`config.mk`:
```
export PLATFORM = sky130hd
export DESIGN_NAME = fraction_mult_arbiter
export DESIGN_NICKNAME = d
export VERILOG_FILES = /design/src/rtl/fraction_mult_arbiter.sv
export SDC_FILE = /design/constraint.sdc
export NUM_CORES = 1
export LEC_CHECK = 0
export BUFFER_PORTS_ARGS = -buffer_cell sky130_fd_sc_hd__buf_2
export CAP_MARGIN = 20
export CORE_MARGIN = 5
export CORE_UTILIZATION = 25
export DETAILED_ROUTE_END_ITERATION = 8
export PLACE_DENSITY = 0.59
export SKIP_CTS_REPAIR_TIMING = 1
export SYNTH_ARGS = -nofsm -noshare
export SYNTH_HDL_FRONTEND = slang
export SYNTH_SLANG_ARGS = --single-unit
```
`constraint.sdc`:
```
create_clock -name CLK -period 1.9 [get_ports CLK]
set_clock_uncertainty 0.1 [all_clocks]
set_input_delay 0.38 -clock CLK [delete_from_list [all_inputs] [get_ports CLK]]
set_output_delay 0.38 -clock CLK [all_outputs]
set_load 0.01 [all_outputs]
```
`src/rtl/fraction_mult_arbiter.sv`:
```
// fraction_mult_arbiter
//   Shares one sequential fraction multiplier (St/Mplier/Mcand -> Product/Done)
//   among NREQ requesters. Requesters are served round-robin. The winner's
//   operands are latched and St is pulsed. The arbiter then waits for Done,
//   captures Product and returns it to the owner with a one-cycle Ack.
//   The multiplier has no reset of its own. After every reset the arbiter
//   therefore sits in FLUSH for FLUSH_CYC cycles, so that an operation still
//   in flight can finish before new work is issued.
//
// Optional feature macro: MULT_ARB_TIMEOUT_EN
//   When defined, the arbiter adds an Err output and a WAIT-cycle counter.
//   If TIMEOUT cycles pass in WAIT without Done, the owner receives an Ack
//   with Err=1 and Result=0, and the arbiter re-enters FLUSH.
//
// Ports
//   CLK          in   clock, rising edge
//   Rst_n        in   asynchronous active-low reset
//   Req          in   [NREQ]    per-requester request level
//   Mplier_in    in   [NREQ*W]  operand i at bits [i*W +: W]
//   Mcand_in     in   [NREQ*W]  operand i at bits [i*W +: W]
//   Gnt          out  [NREQ]    one-hot pulse: that requester's operands were sampled
//   Ack          out  [NREQ]    one-hot pulse: Result is valid for that requester
//   Result       out  [PW]      last captured product, held until the next capture
//   Busy         out            high in every state except IDLE
//   mul_St       out            start pulse to the multiplier
//   mul_Mplier   out  [W]       latched operand
//   mul_Mcand    out  [W]       latched operand
//   mul_Product  in   [PW]      multiplier product
//   mul_Done     in             multiplier done
//   Err          out            (MULT_ARB_TIMEOUT_EN only) Ack caused by a timeout
//   dbg_state    out  [3]       current FSM state: 0 FLUSH, 1 IDLE, 2 START, 3 WAIT, 4 RESP
//
// Handshake: a requester holds Req and its operands until it sees its Gnt bit,
// then drops Req. If Req is dropped before Gnt, the request is withdrawn.
// Each Gnt is followed by exactly one Ack to the same requester, unless a
// reset intervenes. Gnt and Ack are never high in the same cycle.
module fraction_mult_arbiter #(
  parameter int NREQ      = 4,
  parameter int W         = 4,
  parameter int PW        = 7,
  parameter int FLUSH_CYC = 12,
  parameter int TIMEOUT   = 15
) (
  input  logic              CLK,
  input  logic              Rst_n,
  input  logic [NREQ-1:0]   Req,
  input  logic [NREQ*W-1:0] Mplier_in,
  input  logic [NREQ*W-1:0] Mcand_in,
  output logic [NREQ-1:0]   Gnt,
  output logic [NREQ-1:0]   Ack,
  output logic [PW-1:0]     Result,
  output logic              Busy,
  output logic              mul_St,
  output logic [W-1:0]      mul_Mplier,
  output logic [W-1:0]      mul_Mcand,
  input  logic [PW-1:0]     mul_Product,
  input  logic              mul_Done,
`ifdef MULT_ARB_TIMEOUT_EN
  output logic              Err,
`endif
  output logic [2:0]        dbg_state
);

  localparam int IW  = (NREQ > 1) ? $clog2(NREQ) : 1;
  localparam int FCW = $clog2(FLUSH_CYC + 1);
  localparam logic [NREQ-1:0] ONE_HOT0 = {{(NREQ-1){1'b0}}, 1'b1};

  if (NREQ < 2 || NREQ > 8 || PW != 2*W-1 || FLUSH_CYC < 1 || TIMEOUT < 1) begin : g_param_check
    $error("fraction_mult_arbiter: illegal parameter set");
  end

  typedef enum logic [2:0] {
    S_FLUSH = 3'd0,
    S_IDLE  = 3'd1,
    S_START = 3'd2,
    S_WAIT  = 3'd3,
    S_RESP  = 3'd4
  } state_t;

  state_t           r_state;
  logic [FCW-1:0]   r_fcnt;
  logic [NREQ-1:0]  r_gnt;
  logic [NREQ-1:0]  r_ack;
  logic             r_st;
  logic [PW-1:0]    r_result;
  logic             r_busy;
  logic [IW-1:0]    r_owner;
  logic [IW-1:0]    r_last;
  logic [W-1:0]     r_mpl;
  logic [W-1:0]     r_mcd;
`ifdef MULT_ARB_TIMEOUT_EN
  localparam int TCW = $clog2(TIMEOUT + 1);
  logic             r_err;
  logic [TCW-1:0]   r_wcnt;
`endif

  // Per-requester operand views so the winner can select by index.
  logic [W-1:0] w_mpl_arr [NREQ];
  logic [W-1:0] w_mcd_arr [NREQ];
  for (genvar g = 0; g < NREQ; g++) begin : g_unpack
    assign w_mpl_arr[g] = Mplier_in[g*W +: W];
    assign w_mcd_arr[g] = Mcand_in[g*W +: W];
  end

  // Round-robin search: first set Req bit starting at last+1, wrapping.
  logic          w_found;
  logic [IW-1:0] w_winner;
  logic [IW-1:0] w_idx;
  always_comb begin
    w_found  = 1'b0;
    w_winner = '0;
    w_idx    = '0;
    for (int k = 1; k <= NREQ; k++) begin
      w_idx = IW'((int'(r_last) + k) % NREQ);
      if (!w_found && Req[w_idx]) begin
        w_found  = 1'b1;
        w_winner = w_idx;
      end
    end
  end

  always_ff @(posedge CLK or negedge Rst_n) begin
    if (!Rst_n) begin
      r_state  <= S_FLUSH;
      r_fcnt   <= '0;
      r_gnt    <= '0;
      r_ack    <= '0;
      r_st     <= 1'b0;
      r_result <= '0;
      r_busy   <= 1'b1;
      r_owner  <= '0;
      r_last   <= IW'(NREQ - 1);
      r_mpl    <= '0;
      r_mcd    <= '0;
`ifdef MULT_ARB_TIMEOUT_EN
      r_err    <= 1'b0;
      r_wcnt   <= '0;
`endif
    end else begin
      // Gnt, Ack, St and Err are single-cycle pulses.
      r_gnt <= '0;
      r_ack <= '0;
      r_st  <= 1'b0;
`ifdef MULT_ARB_TIMEOUT_EN
      r_err <= 1'b0;
`endif
      case (r_state)
        S_FLUSH: begin
          // Req and mul_Done are ignored until the multiplier is known idle.
          if (r_fcnt == FCW'(FLUSH_CYC - 1)) begin
            r_fcnt  <= '0;
            r_state <= S_IDLE;
            r_busy  <= 1'b0;
          end else begin
            r_fcnt <= r_fcnt + 1'b1;
          end
        end
        S_IDLE: begin
          if (w_found) begin
            r_owner <= w_winner;
            r_mpl   <= w_mpl_arr[w_winner];
            r_mcd   <= w_mcd_arr[w_winner];
            r_gnt   <= ONE_HOT0 << w_winner;
            r_st    <= 1'b1;
            r_busy  <= 1'b1;
            r_state <= S_START;
          end
        end
        S_START: begin
          r_state <= S_WAIT;
`ifdef MULT_ARB_TIMEOUT_EN
          r_wcnt  <= '0;
`endif
        end
        S_WAIT: begin
          if (mul_Done) begin
            r_result <= mul_Product;
            r_ack    <= ONE_HOT0 << r_owner;
            r_last   <= r_owner;
            r_state  <= S_RESP;
          end
`ifdef MULT_ARB_TIMEOUT_EN
          else if (r_wcnt == TCW'(TIMEOUT - 1)) begin
            // The multiplier may still raise Done late; FLUSH absorbs it.
            r_result <= '0;
            r_ack    <= ONE_HOT0 << r_owner;
            r_err    <= 1'b1;
            r_last   <= r_owner;
            r_fcnt   <= '0;
            r_state  <= S_FLUSH;
          end else begin
            r_wcnt <= r_wcnt + 1'b1;
          end
`endif
        end
        S_RESP: begin
          r_state <= S_IDLE;
          r_busy  <= 1'b0;
        end
        default: begin
          r_state <= S_FLUSH;
          r_fcnt  <= '0;
          r_busy  <= 1'b1;
        end
      endcase
    end
  end

  assign Gnt        = r_gnt;
  assign Ack        = r_ack;
  assign Result     = r_result;
  assign Busy       = r_busy;
  assign mul_St     = r_st;
  assign mul_Mplier = r_mpl;
  assign mul_Mcand  = r_mcd;
  assign dbg_state  = r_state;
`ifdef MULT_ARB_TIMEOUT_EN
  assign Err        = r_err;
`endif

endmodule
```
* After elaboration in Yosys (flattened, before gate mapping)
Cells that the tools add are included.
** Storage, ports and cells
- Register bits after elaboration :: 36
- Bits of input ports :: 46
- Logic and storage cells :: 83
** Operators by class
- $add $sub $neg :: 5
- $lt $le $gt $ge :: 5
- Equal/unequal tests :: 8
- Shift-type cells :: 2
- Muxes and demuxes :: 37
- Bitwise gates (word level) :: 2
- Reduce and logical (&&, ||, !) cells :: 13
** Operators with widths (number)
- $mux 4 :: 9
- $bmux 4 s2 :: 2
- $pmux 3 s5 :: 1
- $lt 2x3->1 const B :: 4
- $mux 1 :: 12
- $mux 3 :: 3
- $bmux 1 s2 :: 4
- $mux 2 :: 4
- $pmux 4 s2 :: 1
- $shl 1x2->4 const A :: 2
- $eq 3x2->1 const B :: 2
- $ne 2x2->1 const B :: 3
- $reduce_and 3->1 :: 2
- $add 2x1->2 const B :: 2
- $add 2x2->2 const B :: 2
- $add 4x1->4 const B :: 1
- $eq 4x4->1 const B :: 1
- $pmux 1 s4 :: 1
- $reduce_and 2->1 :: 2
- $reduce_or 4->1 :: 1
- $eq 3x1->1 const B :: 1
- $eq 3x3->1 const B :: 1
- $ge 3x3->1 const B :: 1
- $logic_and 1x1->1 :: 3
- 5 further kinds :: 7

* Depth between registers and ports, before layout
- Word-level depth :: 17
- Gate-level depth with buffers :: 6

* Least setup slack after synthesis
No wires, ideal clock.
- Kind :: flip-flop to flip-flop
- Start :: reg r_last[0]
- End :: reg r_mcd[2] (netlist: mul_Mcand[2])
- Library setup time :: 0.073 ns
- Arrival :: 1.683 ns
- Required time :: 1.727 ns
- Path slack :: 0.044 ns
- Cell stages (with the launch flop) :: 7
- Path buffers :: 1
- Period minus slack after synthesis :: 1.856 ns
- Cells stage by stage :: dfstp_2 -> and2b_4 -> nor3b_2 -> o21a_2 -> buf_6 -> mux2_2 -> a21oi_2
** On the way
- Cells in the longest elaborated chain, start to end :: 17
- Elaborated cells between the ends (all ways) :: 31
** Ends and longest elaborated chain
- start, declared :: RTL line 88 : logic [IW-1:0] r_last;
- start signal, assigned :: RTL line 132 : r_last <= IW'(NREQ - 1);
- start signal, assigned :: RTL line 179 : r_last <= r_owner;
- $add 2x1->2 :: RTL line 114 : w_idx = IW'((int'(r_last) + k) % NREQ);
- $bmux 1 s2 :: RTL line 115 : if (!w_found && Req[w_idx]) begin
- $mux 1 (implied by the code) :: RTL line 115
- $mux 1 :: RTL line 115
- $logic_not 1->1 :: RTL line 115
- $logic_and 1x1->1 :: RTL line 115
- $mux 1 :: RTL line 115
- $logic_not 1->1 :: RTL line 115
- $logic_and 1x1->1 :: RTL line 115
- $mux 1 :: RTL line 115
- $logic_not 1->1 :: RTL line 115
- $logic_and 1x1->1 :: RTL line 115
- $mux 2 :: RTL line 115
- $not 2->3 (implied by the code) :: RTL line 162 : r_mcd <= w_mcd_arr[w_winner];
- $bmux 4 s2 :: RTL line 162
- $mux 4 (implied by the code) (2 in a row) :: RTL line 162
- end signal, assigned :: RTL line 162
- end, declared :: RTL line 90 : logic [W-1:0] r_mcd;
Several ways; a longest one is shown, not always the timed one. The select of a mux whose other input is x is not followed.
A chain may end at the register's enable or synchronous reset.

* Worst setup path after layout
- Start :: reg r_last[0]
- End :: reg r_mcd[0] (netlist: mul_Mcand[0])
Same word-level chain as after synthesis.

==> reports/metrics.yaml <==
routing:
  remaining_drc_errors: 0
  postRouteAntennaNets: 0
  dr.pass1.iters: 4
  drt_iter0_markers: 85
  dr_total_vias: 1650
  wire_per_inst_um: 13.3
  wirelength_mm: 4.98
  vias_per_cell: 4.41
timing:
  min_period_over_period_pct: 101
  slew_violations: 0
  hold_violations: 0
  fin_crit_ns: 1.91
  max_freq_ghz: 0.523
  setup_viol: 1
  worst_pin_slew_ns: 0.469
  timing.final.ws_setup_ns: -0.0105
  max_slew_margin_pct: 68.8
  rsz0062_at_grt: "true"
yosys:
  yosys_register_bits: 36
  synth_top_area_share_pct: 45.4
  synth.distinct_cells: 46
  synth_common_cells: "48 x nand2_1, 33 x dfrtp_1, 14 x nor2_1, 8 x o21ai_0"
  synth-xor-area-share_pct: 0.481
  synthMuxAreaShare_pct: 6.94
  yosys_warnings: 0
  synthSimpleGateAreaFrac_pct: 23.8
  synth_ff_type: "dfrtp_1"
  synth_fa_ha_area_share_pct: 0.687
  syn_avg_cell_area_um2: 9.74
  synth_compound_area_share_pct: 14.8
  async_flop_share_pct: 100
  yosysSeqAreaShare_pct: 49.7
  synth_edf_count: 0
  synth_cells: 187
  syn_area_mm2: 0.00182
  synth_nets: 234
  synthTopCellsByArea: "dfrtp_1 45%, nand2_1 9.9%, dfstp_2 4.3%, mux2i_1 3.8%, mux2_2 3.1%"
  synth.most_common_cell: "nand2_1"
  synth_top_cell_by_area: "dfrtp_1"
  synth_top_family_by_area: "simple AND/OR/NAND/NOR gates"
cts:
  clockBufferDepth: 2
  cts_tree: "yes"
  cts-root-buf: "clkbuf_8"
  clk_latency_ns: 0.29
  clkSinkCount: 36
  cts.clk_slew.worst_paths_ns: 0.08
  htree_levels: 2
  cts_buffers: 5
worst_setup_path:
  cp.arrival_ns: 2.03
  end_kind: "flop"
  path_cells: "and2b_4 > nor3b_2 > o21a_2 > buf_12 > mux2_4 > a21oi_2"
  cp-startpoint: "r_last[0]"
  regToRegStartpoint: "r_last[0]"
  critical_path_buf_inv_count: 1
  path_class: "reg -> reg"
  cp_top_family: "flip-flops"
  path_max_fanout: 6
  critPathSlowestCell: "dfstp_2"
  start_kind: "flop"
  cp_data_required_time_ns: 2.01
  slowest_delay_ns: 0.57
finish:
  syn2layout_area_growth_pct: 39.4
  final_layout_size_suffix_gt1_share_pct: 45.5
  final_cell_area_mm2: 0.00254
  diodes: 0
  nFillCells: 753
  fin_nets: 322
placed_design:
  gp_congestion: 0.801
  dpl.hpwl_mm: 3.72
  port_buffers: 73
  placed_area_mm2: 0.00238
  dp_slack_ns: -0.0272
die:
  ios: 74
  die-height_um: 95.3
  core_mm2: 0.00718
  row_count: 31
  die_area_mm2: 0.00909
  die_w_um: 95.3
  start_util_pct: 25.4
global_routing:
  grt_max_degree: 37
  grt_pass1_wl_mm: 7.62
  grt_pass1_vias: 1643
  grt.total_usage_pct: 10.8
  gr-total-overflow: 0
  grt_antenna_before_repair: 0
status:
  outcome: "finished with violations"
  violations: "negative setup slack"
power_and_ir_drop:
  power_leakage_nw: 1.30
  vdd_drop_max_mv: 0.368
  powerDensity_mw_per_mm2: 1450
job:
  max_cap_violations: 0
worst_hold_path:
  min_path_type: "in -> async"
-- layout by cell type (no fill, tap or decap), types with 3 or more instances in the layout --
cell and count:
a21oi_1 5, a21oi_2 5, a221oi_2 5, buf_2 73, buf_4 13, clkbuf_8 5, dfrtp_1 33, dfstp_2 3
inv_1 3, mux2_4 5, mux2i_1 7, nand2_1 48, nand3_1 3, nand3b_1 3, nor2_1 14, o21ai_0 8
o221ai_1 4
-- metal layers --
layer  track usage, %  vias up  wire length (um)
li1                 -      824                 -
met1             13.0      785              2000
met2             18.0       36              2640
met3             3.39        5               275
met4             4.33        0                63
met5                0        -                 0
-- power breakdown --
part	internal (W)	switching (W)
Sequential	0.00110	0.000235
Clock	0.000248	0.000279
Combinational	0.000887	0.000944
Total	0.00223	0.00146
-- worst paths after layout --
check | to | depth (start not counted) | slack [ns]
min in group CLK | Result[0] | 3 | 0.18
hold / removal | Result[0] | 2 | 0.03
setup / recovery | mul_Mcand[0] | 6 | -0.01
hold reg to reg | Result[0] | 2 | 0.38
setup reg to reg | mul_Mcand[0] | 6 | -0.01
max in group asynchronous | Busy | 2 | 1.31
-- registers in the layout, summed over array words and instances, names as in the netlist --
signal / flops
dbg_state: 3
Ack: 4
Result: 7
Gnt: 4
r_fcnt: 4
mul_Mplier: 4
Busy: 1
r_owner: 2
r_last: 2
mul_St: 1
mul_Mcand: 4
-- final cells by class --
cell class / count / area [um2] / share of cell area [%]
well taps: 99 / 124 / 4.88
clock inverters: 2 / 12.5 / 0.493
multi-input cells: 140 / 910 / 35.8
clock buffers: 5 / 68.8 / 2.71
inverters: 4 / 15.0 / 0.592
repair buffers: 88 / 503 / 19.8
flip-flops and latches: 36 / 905 / 35.7
-- per-stage QoR --
| step | setup TNS, ns | util, % | power, W | hold WS, ns | instances |
|---|---|---|---|---|---|
| 2_1_floorplan | 0 | - | 0.00242 | -0.0156 | 187 |
| 3_3_place_gp | 0 | 33.1 | 0.00305 | 0.352 | 366 |
| 3_5_place_dp | -0.0423 | 33.1 | 0.00307 | 0.360 | 366 |
| 4_1_cts | -0.0882 | 34.3 | 0.00362 | 0.0400 | 373 |
| 5_1_grt | -0.289 | 35.4 | 0.00400 | 0.0546 | 374 |
| 6_report | -0.0105 | 35.4 | 0.00369 | 0.0278 | 374 |
-- kinds of logic after synthesis --
| kind of cell | after synthesis |
|---|---|
| xor gates and xnor gates | 1 |
| adders and majority gates | 1 |
| and+or+nand+nor | 89 |
| AOI/OAI and AO/OA | 37 |
| muxes | 12 |
| DFF | 36 |
| buffers and inverters | 11 |
Power figures use the tool's default switching activity.
